===== config.mk =====
export PLATFORM = sky130hd
export DESIGN_NAME = lsu_dcache_port_arbiter_flat
export DESIGN_NICKNAME = d
export VERILOG_FILES = /design/src/rtl/lsu_dcache_port_arbiter_if.sv /design/src/rtl/lsu_dcache_port_arbiter.sv /design/src/flat_wrapper.sv
export SDC_FILE = /design/constraint.sdc
export NUM_CORES = 1
export LEC_CHECK = 0
export ABC_AREA = 1
export CAP_MARGIN = 20
export CORE_AREA = 2 2 141 143
export DETAILED_ROUTE_END_ITERATION = 10
export DIE_AREA = 0 0 143 145
export PLACE_DENSITY = 0.67
export SLEW_MARGIN = 10
export SYNTH_ARGS = -nofsm -noshare
export SYNTH_HDL_FRONTEND = slang
export SYNTH_SLANG_ARGS = --single-unit

===== constraint.sdc =====
create_clock -name clk_i -period 4.1 [get_ports clk_i]
set_input_delay 0.82 -clock clk_i [delete_from_list [all_inputs] [get_ports clk_i]]
set_output_delay 0.82 -clock clk_i [all_outputs]
set_load 0.01 [all_outputs]

===== src/rtl/lsu_dcache_port_arbiter_if.sv =====
// Bundle of requester-side and dcache-side signals of the LSU dcache port
// arbiter. The arbiter takes the slave view; the surrounding LSU/cache takes
// the master view.
interface lsu_dcache_port_arbiter_if #(
  parameter int NR_PORTS   = 3,
  parameter int ADDR_WIDTH = 34,
  parameter int DATA_WIDTH = 32,
  parameter int BE_WIDTH   = 4
);
  // requester side (one slice per port)
  logic [NR_PORTS-1:0]            req;
  logic [NR_PORTS-1:0]            we;
  logic [NR_PORTS*ADDR_WIDTH-1:0] addr;
  logic [NR_PORTS*DATA_WIDTH-1:0] wdata;
  logic [NR_PORTS*BE_WIDTH-1:0]   be;
  logic [NR_PORTS-1:0]            gnt;
  logic [NR_PORTS-1:0]            rvalid;
  logic [DATA_WIDTH-1:0]          rdata;

  // dcache side
  logic                           cache_req;
  logic                           cache_we;
  logic [ADDR_WIDTH-1:0]          cache_addr;
  logic [DATA_WIDTH-1:0]          cache_wdata;
  logic [BE_WIDTH-1:0]            cache_be;
  logic                           cache_gnt;
  logic                           cache_rvalid;
  logic [DATA_WIDTH-1:0]          cache_rdata;

  // status
  logic                           busy;

  modport slave (
    input  req, we, addr, wdata, be,
    input  cache_gnt, cache_rvalid, cache_rdata,
    output gnt, rvalid, rdata,
    output cache_req, cache_we, cache_addr, cache_wdata, cache_be,
    output busy
  );

  modport master (
    output req, we, addr, wdata, be,
    output cache_gnt, cache_rvalid, cache_rdata,
    input  gnt, rvalid, rdata,
    input  cache_req, cache_we, cache_addr, cache_wdata, cache_be,
    input  busy
  );
endinterface


===== src/rtl/lsu_dcache_port_arbiter.sv =====
// Round-robin arbiter sharing one dcache request port between NR_PORTS LSU
// requesters (store drain, load unit, AMO). One transaction in flight: the
// winner's request is latched, held on the cache port until granted, and for
// reads the response is routed back to the same winner.
module lsu_dcache_port_arbiter #(
  parameter int NR_PORTS   = 3,
  parameter int ADDR_WIDTH = 34,
  parameter int DATA_WIDTH = 32,
  parameter int BE_WIDTH   = 4
) (
  input logic                      clk_i,
  input logic                      rst_ni,
  lsu_dcache_port_arbiter_if.slave bus
);

  localparam int PTR_W = (NR_PORTS > 1) ? $clog2(NR_PORTS) : 1;

  typedef enum logic [1:0] {
    IDLE = 2'd0,
    REQ  = 2'd1,
    WAIT = 2'd2
  } state_t;

  state_t                  state_reg, state_next;
  logic [PTR_W-1:0]        rr_ptr_reg, rr_ptr_next;
  logic [PTR_W-1:0]        idx_reg, idx_next;
  logic                    we_reg, we_next;
  logic [ADDR_WIDTH-1:0]   addr_reg, addr_next;
  logic [DATA_WIDTH-1:0]   wdata_reg, wdata_next;
  logic [BE_WIDTH-1:0]     be_reg, be_next;

  // per-port views of the flattened request fields
  logic [ADDR_WIDTH-1:0]   port_addr  [NR_PORTS];
  logic [DATA_WIDTH-1:0]   port_wdata [NR_PORTS];
  logic [BE_WIDTH-1:0]     port_be    [NR_PORTS];

  // candidate port at each priority offset from rr_ptr, and whether it requests
  logic [PTR_W-1:0]        cand_idx   [NR_PORTS];
  logic [NR_PORTS-1:0]     cand_valid;

  logic                    pick_valid;
  logic [PTR_W-1:0]        pick_idx;
  logic [PTR_W-1:0]        idx_plus_one;

  logic [NR_PORTS-1:0]     gnt_vec;
  logic [NR_PORTS-1:0]     rvalid_vec;
  logic [DATA_WIDTH-1:0]   rdata_val;

  generate
    for (genvar gi = 0; gi < NR_PORTS; gi++) begin : g_port
      // rr_ptr < NR_PORTS and gi < NR_PORTS, so one conditional subtract wraps
      logic [PTR_W:0] sum;
      assign sum           = {1'b0, rr_ptr_reg} + (PTR_W+1)'(gi);
      assign cand_idx[gi]  = (sum >= (PTR_W+1)'(NR_PORTS)) ?
                             PTR_W'(sum - (PTR_W+1)'(NR_PORTS)) : PTR_W'(sum);
      assign cand_valid[gi] = bus.req[cand_idx[gi]];

      assign port_addr[gi]  = bus.addr[gi*ADDR_WIDTH +: ADDR_WIDTH];
      assign port_wdata[gi] = bus.wdata[gi*DATA_WIDTH +: DATA_WIDTH];
      assign port_be[gi]    = bus.be[gi*BE_WIDTH +: BE_WIDTH];
    end
  endgenerate

  // Priority pick: lowest offset from rr_ptr wins (scan from the far end so
  // the nearest requester overwrites).
  always_comb begin
    pick_valid = 1'b0;
    pick_idx   = '0;
    for (int o = NR_PORTS - 1; o >= 0; o--) begin
      if (cand_valid[o]) begin
        pick_valid = 1'b1;
        pick_idx   = cand_idx[o];
      end
    end
  end

  // The granted port drops to lowest priority for the next arbitration.
  assign idx_plus_one = (idx_reg == PTR_W'(NR_PORTS - 1)) ? '0 : idx_reg + PTR_W'(1);

  // State and latched-request registers; reset abandons any transaction.
  always_ff @(posedge clk_i or negedge rst_ni) begin
    if (!rst_ni) begin
      state_reg  <= IDLE;
      rr_ptr_reg <= '0;
      idx_reg    <= '0;
      we_reg     <= 1'b0;
      addr_reg   <= '0;
      wdata_reg  <= '0;
      be_reg     <= '0;
    end else begin
      state_reg  <= state_next;
      rr_ptr_reg <= rr_ptr_next;
      idx_reg    <= idx_next;
      we_reg     <= we_next;
      addr_reg   <= addr_next;
      wdata_reg  <= wdata_next;
      be_reg     <= be_next;
    end
  end

  // Next-state: arbitrate and latch in IDLE, wait for grant in REQ, wait for
  // the read response in WAIT. Requester inputs are only sampled in IDLE.
  always_comb begin
    state_next  = state_reg;
    rr_ptr_next = rr_ptr_reg;
    idx_next    = idx_reg;
    we_next     = we_reg;
    addr_next   = addr_reg;
    wdata_next  = wdata_reg;
    be_next     = be_reg;
    unique case (state_reg)
      IDLE: begin
        if (pick_valid) begin
          state_next = REQ;
          idx_next   = pick_idx;
          we_next    = bus.we[pick_idx];
          addr_next  = port_addr[pick_idx];
          wdata_next = port_wdata[pick_idx];
          be_next    = port_be[pick_idx];
        end
      end
      REQ: begin
        if (bus.cache_gnt) begin
          rr_ptr_next = idx_plus_one;
          state_next  = we_reg ? IDLE : WAIT;
        end
      end
      WAIT: begin
        if (bus.cache_rvalid) begin
          state_next = IDLE;
        end
      end
      default: state_next = IDLE;
    endcase
  end

  // Outputs: grant and response pulses go only to the latched winner;
  // an rvalid outside WAIT (including the grant cycle) is dropped.
  always_comb begin
    gnt_vec    = '0;
    rvalid_vec = '0;
    rdata_val  = '0;
    if (state_reg == REQ && bus.cache_gnt) begin
      gnt_vec[idx_reg] = 1'b1;
    end
    if (state_reg == WAIT && bus.cache_rvalid) begin
      rvalid_vec[idx_reg] = 1'b1;
      rdata_val           = bus.cache_rdata;
    end
  end

  assign bus.gnt         = gnt_vec;
  assign bus.rvalid      = rvalid_vec;
  assign bus.rdata       = rdata_val;
  assign bus.cache_req   = (state_reg == REQ);
  assign bus.cache_we    = we_reg;
  assign bus.cache_addr  = addr_reg;
  assign bus.cache_wdata = wdata_reg;
  assign bus.cache_be    = be_reg;
  assign bus.busy        = (state_reg != IDLE);

endmodule


===== src/flat_wrapper.sv =====
// flat-port wrapper written by rule: the top's interface ports become plain ports
module lsu_dcache_port_arbiter_flat 
#(
  parameter int NR_PORTS   = 3,
  parameter int ADDR_WIDTH = 34,
  parameter int DATA_WIDTH = 32,
  parameter int BE_WIDTH   = 4
)
  (clk_i, rst_ni, bus_req, bus_we, bus_addr, bus_wdata, bus_be, bus_cache_gnt, bus_cache_rvalid, bus_cache_rdata, bus_gnt, bus_rvalid, bus_rdata, bus_cache_req, bus_cache_we, bus_cache_addr, bus_cache_wdata, bus_cache_be, bus_busy);
  lsu_dcache_port_arbiter_if #(.NR_PORTS(NR_PORTS), .ADDR_WIDTH(ADDR_WIDTH), .DATA_WIDTH(DATA_WIDTH), .BE_WIDTH(BE_WIDTH)) bus_i ();
  input logic clk_i;
  input logic rst_ni;
  input wire logic [$bits(bus_i.req)-1:0] bus_req;
  input wire logic [$bits(bus_i.we)-1:0] bus_we;
  input wire logic [$bits(bus_i.addr)-1:0] bus_addr;
  input wire logic [$bits(bus_i.wdata)-1:0] bus_wdata;
  input wire logic [$bits(bus_i.be)-1:0] bus_be;
  input wire logic [$bits(bus_i.cache_gnt)-1:0] bus_cache_gnt;
  input wire logic [$bits(bus_i.cache_rvalid)-1:0] bus_cache_rvalid;
  input wire logic [$bits(bus_i.cache_rdata)-1:0] bus_cache_rdata;
  output wire logic [$bits(bus_i.gnt)-1:0] bus_gnt;
  output wire logic [$bits(bus_i.rvalid)-1:0] bus_rvalid;
  output wire logic [$bits(bus_i.rdata)-1:0] bus_rdata;
  output wire logic [$bits(bus_i.cache_req)-1:0] bus_cache_req;
  output wire logic [$bits(bus_i.cache_we)-1:0] bus_cache_we;
  output wire logic [$bits(bus_i.cache_addr)-1:0] bus_cache_addr;
  output wire logic [$bits(bus_i.cache_wdata)-1:0] bus_cache_wdata;
  output wire logic [$bits(bus_i.cache_be)-1:0] bus_cache_be;
  output wire logic [$bits(bus_i.busy)-1:0] bus_busy;
  assign bus_i.req = bus_req;
  assign bus_i.we = bus_we;
  assign bus_i.addr = bus_addr;
  assign bus_i.wdata = bus_wdata;
  assign bus_i.be = bus_be;
  assign bus_i.cache_gnt = bus_cache_gnt;
  assign bus_i.cache_rvalid = bus_cache_rvalid;
  assign bus_i.cache_rdata = bus_cache_rdata;
  assign bus_gnt = bus_i.gnt;
  assign bus_rvalid = bus_i.rvalid;
  assign bus_rdata = bus_i.rdata;
  assign bus_cache_req = bus_i.cache_req;
  assign bus_cache_we = bus_i.cache_we;
  assign bus_cache_addr = bus_i.cache_addr;
  assign bus_cache_wdata = bus_i.cache_wdata;
  assign bus_cache_be = bus_i.cache_be;
  assign bus_busy = bus_i.busy;
  lsu_dcache_port_arbiter #(.NR_PORTS(NR_PORTS), .ADDR_WIDTH(ADDR_WIDTH), .DATA_WIDTH(DATA_WIDTH), .BE_WIDTH(BE_WIDTH)) u_core (.clk_i(clk_i), .rst_ni(rst_ni), .bus(bus_i));
endmodule

After elaboration in Yosys (flattened, before gate mapping)
Cells that the tools add are included.
{"block": "op_classes", "magnitude_cmp": 10, "bitwise_logic": 1, "mux": 37, "eq_ne": 6, "add_sub_neg": 6, "n_reduce_logical": 8}
{"op": "32-bit 2-to-1 mux", "count": 3}
{"op": "34-bit binary-select mux with 2-bit select", "count": 1}
{"op": "34-bit 2-to-1 mux", "count": 2}
{"op": "32-bit binary-select mux with 2-bit select", "count": 1}
{"op": "2-bit 2-to-1 mux", "count": 11}
{"op": "2-bit by 3-bit < comparator with 1-bit output, second input constant", "count": 5}
{"op": "1-bit binary-select mux with 2-bit select", "count": 4}
{"op": "4-bit binary-select mux with 2-bit select", "count": 1}
{"op": "1-bit 2-to-1 mux", "count": 8}
{"op": "4-bit 2-to-1 mux", "count": 2}
{"op": "3-bit by 2-bit greater-or-equal comparator with 1-bit output, second input constant", "count": 2}
{"op": "3-bit 2-to-1 mux", "count": 2}
{"op": "2-bit one-hot mux with 3 select lines", "count": 1}
{"op": "2-bit subtractor, second input constant", "count": 3}
{"op": "2-bit == test, second input constant", "count": 2}
{"op": "2-bit != test, second input constant", "count": 2}
{"op": "2-bit AND reduction", "count": 2}
{"op": "2-bit by 1-bit adder with 3-bit output, second input constant", "count": 1}
{"op": "2-bit by 2-bit adder with 3-bit output, second input constant", "count": 1}
{"op": "3-bit greater-or-equal comparator, second input constant", "count": 1}
{"op": "1-bit logical AND", "count": 3}
{"op": "2-bit NOT with 3-bit output", "count": 1}
{"op": "3-bit AND reduction", "count": 1}
{"op": "2-bit by 1-bit adder with 2-bit output, second input constant", "count": 1}
{"op": "other kinds (7)", "count": 7}
{"block": "word_totals", "inputBits": 252, "ff_bits": 77, "wordCells": 75, "output_inout_bits": 111}

Logic depth before layout (Yosys ltp)
Gate-level depths: netlist (run 1).
{"block": "depth", "ltp_word": 12, "depth_mapped": 15}

Worst setup path before layout (run 1)
OpenSTA, ideal clock, no wires.
{"block": "synth_path", "path_type": "input to output", "from": "in bus_cache_rvalid", "to": "out bus_rdata[10]", "arrival_ps": 1405, "path_slack_ps": 1875, "stages": 3, "t_required_ps": 3280, "path_cell_list": "nand3_1 -> clkbuf_1 -> nor2_1"}
{"block": "synth_via", "elab_chain_len": 2}
{"item": "from (decl)", "line": "flat_wrapper.sv:19", "source": "input wire logic [$bits(bus_i.cache_rvalid)-1:0] bus_cache_rvalid;"}
{"item": "1-bit logical AND", "line": "lsu_dcache_port_arbiter.sv:146", "source": "if (state_reg == WAIT && bus.cache_rvalid) begin"}
{"item": "32-bit 2-to-1 mux", "line": "lsu_dcache_port_arbiter.sv:146"}
{"item": "to (decl)", "line": "flat_wrapper.sv:23", "source": "output wire logic [$bits(bus_i.rdata)-1:0] bus_rdata;"}
Every way passes these cells.

Final worst setup path (run 1)
{"block": "layout_path", "from": "in bus_cache_rvalid", "to": "out bus_rvalid[0]"}
{"block": "layout_via", "elab_chain_len": 2}
{"item": "1-bit logical AND", "line": "lsu_dcache_port_arbiter.sv:146"}
{"item": "3-bit 2-to-1 mux", "line": "lsu_dcache_port_arbiter.sv:146"}
{"item": "to (decl)", "line": "flat_wrapper.sv:22", "source": "output wire logic [$bits(bus_i.rvalid)-1:0] bus_rvalid;"}
Every way passes these cells.

==> results of run 1 <==
==> where the power goes <==
part | internal [µW] | switching, µW | total, µW
registers | 1190 | 221 | 1410
clock network | 556 | 358 | 913
logic | 2260 | 3000 | 5270
==> per-layer routing <==
layer / wire [µm] / vias to the layer above
met1: 8096 / 2996
li1: - / 3329
met3: 1688 / 30
met2: 11170 / 257
met5: 0 / -
met4: 515 / 0
==> final timing paths <==
| check | startpoint | to | slack, ps | cells past startpoint |
|---|---|---|---|---|
| max in group asynchronous | rst_ni | u_core.bus.cache_wdata[14]$_DFFE_PN0P_ | 3070 | 2 |
| worst max-delay path | bus_cache_rvalid | bus_rvalid[0] | 820 | 5 |
| min in group clk_i | u_core.bus.cache_addr[5]$_DFFE_PN0P_ | u_core.bus.cache_addr[5]$_DFFE_PN0P_ | 520 | 2 |
| worst min register to register | u_core.bus.cache_addr[5]$_DFFE_PN0P_ | u_core.bus.cache_addr[5]$_DFFE_PN0P_ | 520 | 2 |
| worst max register to register | u_core.rr_ptr_reg[0]$_DFFE_PN0P_ | u_core.bus.cache_wdata[30]$_DFFE_PN0P_ | 1120 | 11 |
| worst min-delay path | rst_ni | u_core.state_reg[1]$_DFFE_PN0P_ | 420 | 1 |
==> cells by family after synthesis <==
kind of cell             after synthesis  synth area share
adder cells (fa/ha/maj)                4          0.008925
AND/OR/NAND/NOR                      506            0.3916
flip-flops                            77            0.3436
buffers and inverters                208            0.1506
AO/OA/AOI/OAI                         85            0.1053
==> cells in the final DEF, fill, tap and decap left out, types with 3 or more instances in the layout <==
master | netlist | final
sky130_fd_sc_hd__o21ai_1 | 3 | 3
sky130_fd_sc_hd__clkdlybuf4s50_1 | 0 | 361
sky130_fd_sc_hd__or2_2 | 41 | 41
sky130_fd_sc_hd__o21a_1 | 51 | 51
sky130_fd_sc_hd__nor3_1 | 6 | 6
sky130_fd_sc_hd__or2_0 | 5 | 5
sky130_fd_sc_hd__clkbuf_16 | 0 | 9
sky130_fd_sc_hd__nand2_1 | 267 | 267
sky130_fd_sc_hd__nand3_1 | 119 | 119
sky130_fd_sc_hd__dfrtp_1 | 77 | 77
sky130_fd_sc_hd__inv_1 | 153 | 153
sky130_fd_sc_hd__buf_4 | 6 | 10
sky130_fd_sc_hd__nor2_1 | 60 | 59
sky130_fd_sc_hd__inv_2 | 4 | 4
sky130_fd_sc_hd__o21ai_0 | 3 | 3
sky130_fd_sc_hd__a21oi_1 | 21 | 21
sky130_fd_sc_hd__ha_1 | 4 | 4
sky130_fd_sc_hd__or2_1 | 5 | 5
==> per-stage QoR <==
step                      cell area (µm²)  setup slack, ps
after global placement               9428            799.0
after global routing                 9788            800.8
after floorplan                      5608             1875
after CTS                            9761            844.5
after detailed placement             9428            763.2
final                                9788            822.9
==> area by class of cell <==
class	count	area (µm²)	share of cell area
clock buffer	10	239.0	0.02442
clock inverter	6	93.84	0.009587
inverter	157	589.3	0.06021
multi-input combinational	595	2851	0.2913
sequential	77	1927	0.1969
tap	265	331.6	0.03387
timing repair buffer	374	3756	0.3837
==> results.txt, run 1 <==
----------------------------------------------------
[Cells and area]
  Utilization after layout ... 0.5096
  Post-layout nets ... 1470
  Layout filler cell count ... 1905
  Post-layout instance count excluding filler cells ... 1484
  Antenna diode count ... 0
  Area growth from synthesis to final layout ... 74.54%
  Layout cell share with drive strength beyond 1 ... 0.06645
  Flip-flop count of the largest register, all copies and words added ... 34

[Clock network]
  Clock tree from TritonCTS ... built
  Root cell of the clock tree ... sky130_fd_sc_hd__clkbuf_16
  Hold buffer count at cts ... 0
  Worst skew pair latency ... 350 ps
  Setup repair bufs after CTS ... 0
  Clock sink count ... 77
  Number of buffers created by CTS ... 9
  Max Root-Sink Buffers ... 2
  Clock-pin slew on the worst setup and hold paths ... 70 ps
  H-tree levels ... 3
  Quantity of gates resized following cts ... 0

[Synthesis]
  Cell area after technology mapping ... 0.005608 mm²
  Post-synth top area share ... 0.3436
  Dominant cell by count in the synthesized netlist ... sky130_fd_sc_hd__nand2_1
  Synth warnings ... 0
  EDFF count, synth ... 0
  Share of synthesized area occupied by flip-flops and latches ... 0.3436
  Synth area leader ... sky130_fd_sc_hd__dfrtp_1
  Post-Synthesis Net Count ... 1136
  Proportion of synthesized flip-flops having asynchronous set or reset ... 1.000
  Top cells by area in the synthesized netlist ... sky130_fd_sc_hd__dfrtp_1 34%, sky130_fd_sc_hd__nand2_1 18%, sky130_fd_sc_hd__nand3_1 11%, sky130_fd_sc_hd__inv_1 10%, sky130_fd_sc_hd__o21a_1 6.8%
  Top flip-flop cell by instance count after synthesis ... sky130_fd_sc_hd__dfrtp_1
  Mean Syn Cell Area ... 6.373 µm²
  Number of cells produced by synthesis ... 880
  Total of flip-flops plus latches after synthesis ... 77
  Distinct cells, synth ... 28
  Commonest cells in the netlist ... 267 x sky130_fd_sc_hd__nand2_1, 153 x sky130_fd_sc_hd__inv_1, 119 x sky130_fd_sc_hd__nand3_1

[Routing]
  Count of nets left with antenna violations after detail routing ... 0
  Vias ... 6612
  DRC ... 0
  Via-to-Cell Ratio ... 4.456
  Routed wire length ... 21.47 mm
  Router iterations before antenna repair ... 5
  Drt wl/cell ... 14.47 µm
  Number of design-rule violations left by the first detailed-router iteration ... 309

[Setup path]
  Critical-path top delay cell ... sky130_fd_sc_hd__clkdlybuf4s50_1
  Crit path DAT ... 2460 ps
  Worst setup path category ... primary input to output port
  Largest delay contributor family on the critical path ... buffers and inverters
  Endpoint type of the worst setup path ... output port
  Startpoint kind of the worst setup timing path ... primary input
  Maximum fanout count along the critical path ... 35
  Cell with the most instances on the worst path ... sky130_fd_sc_hd__clkdlybuf4s50_1
  Biggest cell delay along the critical path ... 600 ps
  Worst-path cell chain ... clkdlybuf4s50_1, nand3_1, buf_4, nor3_1, clkdlybuf4s50_1
  Worst path required time ... 3280 ps
  Total buffers and inverters traversed by the critical path ... 3

[STA]
  Portion of the clock cycle consumed by the worst path in the final layout ... 0.7993
  Upper clock frequency limit ... 305.1 MHz
  Count of endpoints failing hold in the final timing report ... 0
  Worst slew pin tran ... 721.8 ps
  Shortest clock period the worst path allows after layout ... 3277 ps
  Final number of max-transition violations ... 0
  Worst slack on hold paths ... 415.0 ps
  Final setup violation count ... 0
  TNS Setup ... 0 ps
  Final Skew ... 9.148 ps
  Unrepaired setup endpoints after global routing ... no
  Worst-case headroom to the max-slew limit ... 0.5176

[Placement]
  Port buffer count ... 362
  Routability-driven placement congestion ratio ... 0.8499
  Detail Placement HPWL ... 16.35 mm
  Cell total after placement ... 1467

[GRT]
  Met1 global-route usage ... 0.2319
  Global Route met3 Usage ... 0.04488
  Antenna violations before repair ... 0
  Grt ovf ... 0
  Global-route wire length before repair ... 33.10 mm
  Routing layer with the top usage in global route ... met2
  Vias in the first global route ... 6213
  Met2 capacity usage during global routing ... 0.3691
  Largest net degree at the start of global routing ... 105
  Overall routing resource usage ... 0.2043

[Die]
  Std-Cell Core Area ... 0.01921 mm²
  I/O Pins ... 363
  Rows ... 51
  Width of the die ... 143 µm
  Initial cell density of the core ... 0.2920
  Die boundary height ... 145 µm
  Die area ... 0.02074 mm²

[Hold path]
  Kind of path behind the tightest hold check ... primary input to asynchronous set/reset pin

[Outcome]
  Result of the run ... completed

[Pwr]
  Leakage component of the power ... 0.004721 µW
  Power Total ... 7590 µW
  Power per cell area ... 775.4 mW/mm²
  Largest vdd supply drop ... 0.0004513 V

[Flow run]
  Maximum Capacitance Violations ... 0

----------------------------------------------------
No activity file was read; power rests on OpenSTA's default activity.
==> inputs of run 2 (changes only) <==
--- a/config.mk
+++ b/config.mk
@@ -7,10 +7,10 @@
 export LEC_CHECK = 0
 export ABC_AREA = 1
 export CAP_MARGIN = 20
-export CORE_AREA = 2 2 141 143
+export CORE_AREA = 2 2 140 142
 export DETAILED_ROUTE_END_ITERATION = 10
-export DIE_AREA = 0 0 143 145
-export PLACE_DENSITY = 0.67
+export DIE_AREA = 0 0 142 144
+export PLACE_DENSITY = 0.71
 export SLEW_MARGIN = 10
 export SYNTH_ARGS = -nofsm -noshare
 export SYNTH_HDL_FRONTEND = slang
==> constraint.sdc (replaced) <==
create_clock -name clk_i -period 2.8 [get_ports clk_i]
set_input_delay 0.56 -clock clk_i [delete_from_list [all_inputs] [get_ports clk_i]]
set_output_delay 0.56 -clock clk_i [all_outputs]
set_load 0.01 [all_outputs]
==> run 2 against run 1 <==
Via count is 0.88% lower. Clock power rose by 42%. Routed wire length up 0.83%. Register-to-register slack worse by 730 ps. Die area shrank 1.4%. Non-clock buffer count rose by 8. Global-route usage down 0.077 points. Core utilization up 0.80 points. Clock skew is 3.0 ps lower. Sequential share of layout area decreased by 0.17 points. Clock-buffer cell count rose by 1. Combinational power grew 55%.
==> results.txt, run 2 (synthesized netlist as in run 1, its figures left out) <==
----------------------------------------------------
[Outcome]
  Result of the run ... completed

[Clock network]
  H-tree levels ... 3 (unchanged)
  Clock tree from TritonCTS ... built
  Setup repair bufs after CTS ... 0 (unchanged)
  Hold buffer count at cts ... 0 (unchanged)
  Quantity of gates resized following cts ... 0 (unchanged)
  Number of buffers created by CTS ... 9 (unchanged)
  Clock sink count ... 77 (unchanged)
  Root cell of the clock tree ... sky130_fd_sc_hd__clkbuf_16
  Worst skew pair latency ... 330 ps (-20 ps)
  Max Root-Sink Buffers ... 2 (unchanged)
  Clock-pin slew on the worst setup and hold paths ... 60 ps (about the same)

[Setup path]
  Endpoint type of the worst setup path ... output port
  Number of cells on the critical path ... 5 (unchanged)
  Critical path launch point ... bus_cache_rvalid
  Cell count of the worst reg-to-reg path ... 10 (-1)
  Worst reg2reg path startpoint ... u_core.rr_ptr_reg[0]$_DFFE_PN0P_
  Worst setup path category ... primary input to output port
  Startpoint kind of the worst setup timing path ... primary input
  Crit path DAT ... 2050 ps (-410 ps)
  Biggest cell delay along the critical path ... 540 ps (-60 ps)
  Critical-path top delay cell ... sky130_fd_sc_hd__clkdlybuf4s50_1
  Maximum fanout count along the critical path ... 32 (-8.6%)
  Total buffers and inverters traversed by the critical path ... 3 (unchanged)
  Worst reg2reg endpoint ... u_core.bus.cache_addr[5]$_DFFE_PN0P_
  Worst-path cell chain ... clkdlybuf4s50_1, nand3_1, buf_4, nor2_1, clkdlybuf4s50_1
  Setup slack on the worst flop-to-flop path ... 390 ps (-730 ps)
  Cell with the most instances on the worst path ... sky130_fd_sc_hd__clkdlybuf4s50_1
  Largest delay contributor family on the critical path ... buffers and inverters
  Worst path required time ... 2240 ps (-1040 ps)

[Pwr]
  Power per cell area ... 1164 mW/mm² (+50%)
  Leakage component of the power ... 0.004781 µW (+1.3%)
  Largest vdd supply drop ... 0.0007281 V (+61%)

[Hold path]
  Kind of path behind the tightest hold check ... primary input to asynchronous set/reset pin

[Cells and area]
  Multi-input gate area in the final layout ... 0.002851 mm² (unchanged)
  Utilization after layout ... 0.5176 (+0.008000)
  Area growth from synthesis to final layout ... 76.10%
  Flip-flop count of the largest register, all copies and words added ... 34 (unchanged)
  Most common library cell in the layout ignoring fill and taps ... sky130_fd_sc_hd__clkdlybuf4s50_1
  Layout cell share with drive strength beyond 1 ... 0.07102 (+0.004573)
  Most frequent cells in the layout ... 361 x sky130_fd_sc_hd__clkdlybuf4s50_1, 267 x sky130_fd_sc_hd__nand2_1, 153 x sky130_fd_sc_hd__inv_1
  Post-layout instance count excluding filler cells ... 1465 (-1.3%)
  Post-layout nets ... 1478 (+0.54%)
  Layout filler cell count ... 1860 (-2.4%)
  Sequential cell area ... 0.001927 mm² (unchanged)

[STA]
  Worst slew pin tran ... 684.4 ps (-37.35 ps)
  Worst-case headroom to the max-slew limit ... 0.5432 (+0.02557)
  Count of endpoints failing hold in the final timing report ... 0 (unchanged)
  Shortest clock period the worst path allows after layout ... 2607 ps
  Final Skew ... 6.145 ps (-3.002 ps)
  Upper clock frequency limit ... 383.5 MHz
  Unrepaired setup endpoints after global routing ... no
  Setup slack after layout ... 192.5 ps (-630.4 ps)
  TNS Setup ... 0 ps (unchanged)
  Portion of the clock cycle consumed by the worst path in the final layout ... 0.9312
  Final setup violation count ... 0 (unchanged)
  Final number of max-transition violations ... 0 (unchanged)

[Placement]
  Cell total after placement ... 1449 (-1.2%)
  Port buffer count ... 362 (unchanged)
  Detail Placement HPWL ... 17.01 mm (+4.0%)
  Dpl ws ... 195.5 ps (-567.7 ps)
  Routability-driven placement congestion ratio ... 0.9002 (+5.9%)

[Die]
  Rows ... 51 (unchanged)
  Die boundary height ... 144 µm (-0.69%)
  Initial cell density of the core ... 0.2939 (+0.001953)
  Std-Cell Core Area ... 0.01908 mm² (-0.66%)
  Die area ... 0.02045 mm² (-1.4%)
  Width of the die ... 142 µm (-0.70%)
  I/O Pins ... 363 (unchanged)

[Routing]
  DRC ... 0 (unchanged)
  Routed wire length ... 21.65 mm (+0.83%)
  Count of nets left with antenna violations after detail routing ... 0 (unchanged)
  Number of design-rule violations left by the first detailed-router iteration ... 353 (+14%)
  Drt wl/cell ... 14.78 µm (+2.1%)
  Vias ... 6554 (-0.88%)
  Via-to-Cell Ratio ... 4.474 (+0.41%)
  Router iterations before antenna repair ... 7 (+2)

[GRT]
  Overall routing resource usage ... 0.2035 (-0.0007696)
  Vias in the first global route ... 6048 (-2.7%)
  Largest net degree at the start of global routing ... 59 (-44%)
  Grt ovf ... 0 (unchanged)
  Global-route wire length before repair ... 32.34 mm (-2.3%)
  Antenna violations before repair ... 1 (+1)

[Flow run]
  Maximum Capacitance Violations ... 0 (unchanged)

----------------------------------------------------
==> run 2: changes by cell type in the layout (fill, tap and decap cells not counted) <==
cell and delta:
sky130_fd_sc_hd__buf_12 +7, sky130_fd_sc_hd__buf_4 +2, sky130_fd_sc_hd__diode_2 +2, sky130_fd_sc_hd__buf_16 -1
sky130_fd_sc_hd__clkbuf_8 +1, sky130_fd_sc_hd__clkinv_4 -1, sky130_fd_sc_hd__clkinvlp_4 -1, sky130_fd_sc_hd__inv_6 -1
==> run 2: area by class of cell <==
type	instances	share of cell area
Timing Repair Buffer	382	0.3933
Clock buffer	11	0.02559
Inverter	157	0.05967
Multi-Input combinational cell	595	0.2887
Sequential cell	77	0.1951
Antenna cell	2	0.0005068
Clock inverter	3	0.006968
Tap cell	238	0.03015
==> run 2: how the worst max path moves through the flow <==
stage	end	slack, ps
6_report	bus_rdata[24]	190
5_1_grt	bus_rdata[23]	80
4_1_cts	bus_rdata[31]	190
3_5_place_dp	bus_rdata[24]	200
3_3_place_gp	bus_rdata[31]	220
2_1_floorplan	u_core.bus.cache_wdata[11]$_DFFE_PN0P_	840
==> run 2: per-stage QoR <==
| step | area [µm²] | power, µW | hold slack [ps] |
|---|---|---|---|
| after detailed placement | 9549 | 10300 | 471.1 |
| final | 9876 | 11500 | 106.9 |
| after CTS | 9871 | 11660 | 103.1 |
| after floorplan | 5608 | 7145 | 264.4 |
| after global placement | 9549 | 10140 | 470.5 |
| after global routing | 9873 | 12590 | 110.7 |
==> run 2: power breakdown <==
part | switching, µW | internal, µW | leakage [µW]
registers | 315 | 1740 | 0.000914
logic | 4530 | 3620 | 0.00371
clock network | 473 | 823 | 0.000158
total | 5310 | 6180 | 0.00478
==> run 2: per-layer routing <==
metal  up-vias  wire length [µm]  track usage
li1       3344                 -            -
met1      2908              8292       0.2323
met2       251             11000       0.3631
met3        51              1479      0.04801
met4         0               872      0.08947
met5         -                 0            0
==> inputs of run 3 (changes only) <==
--- a/config.mk
+++ b/config.mk
@@ -10,6 +10,7 @@
 export CORE_AREA = 2 2 140 142
 export DETAILED_ROUTE_END_ITERATION = 10
 export DIE_AREA = 0 0 142 144
+export HOLD_SLACK_MARGIN = 0.05
 export PLACE_DENSITY = 0.71
 export SLEW_MARGIN = 10
 export SYNTH_ARGS = -nofsm -noshare
==> results of run 3 <==
No change in the layout: final DEF, timing and power equal those of run 2.
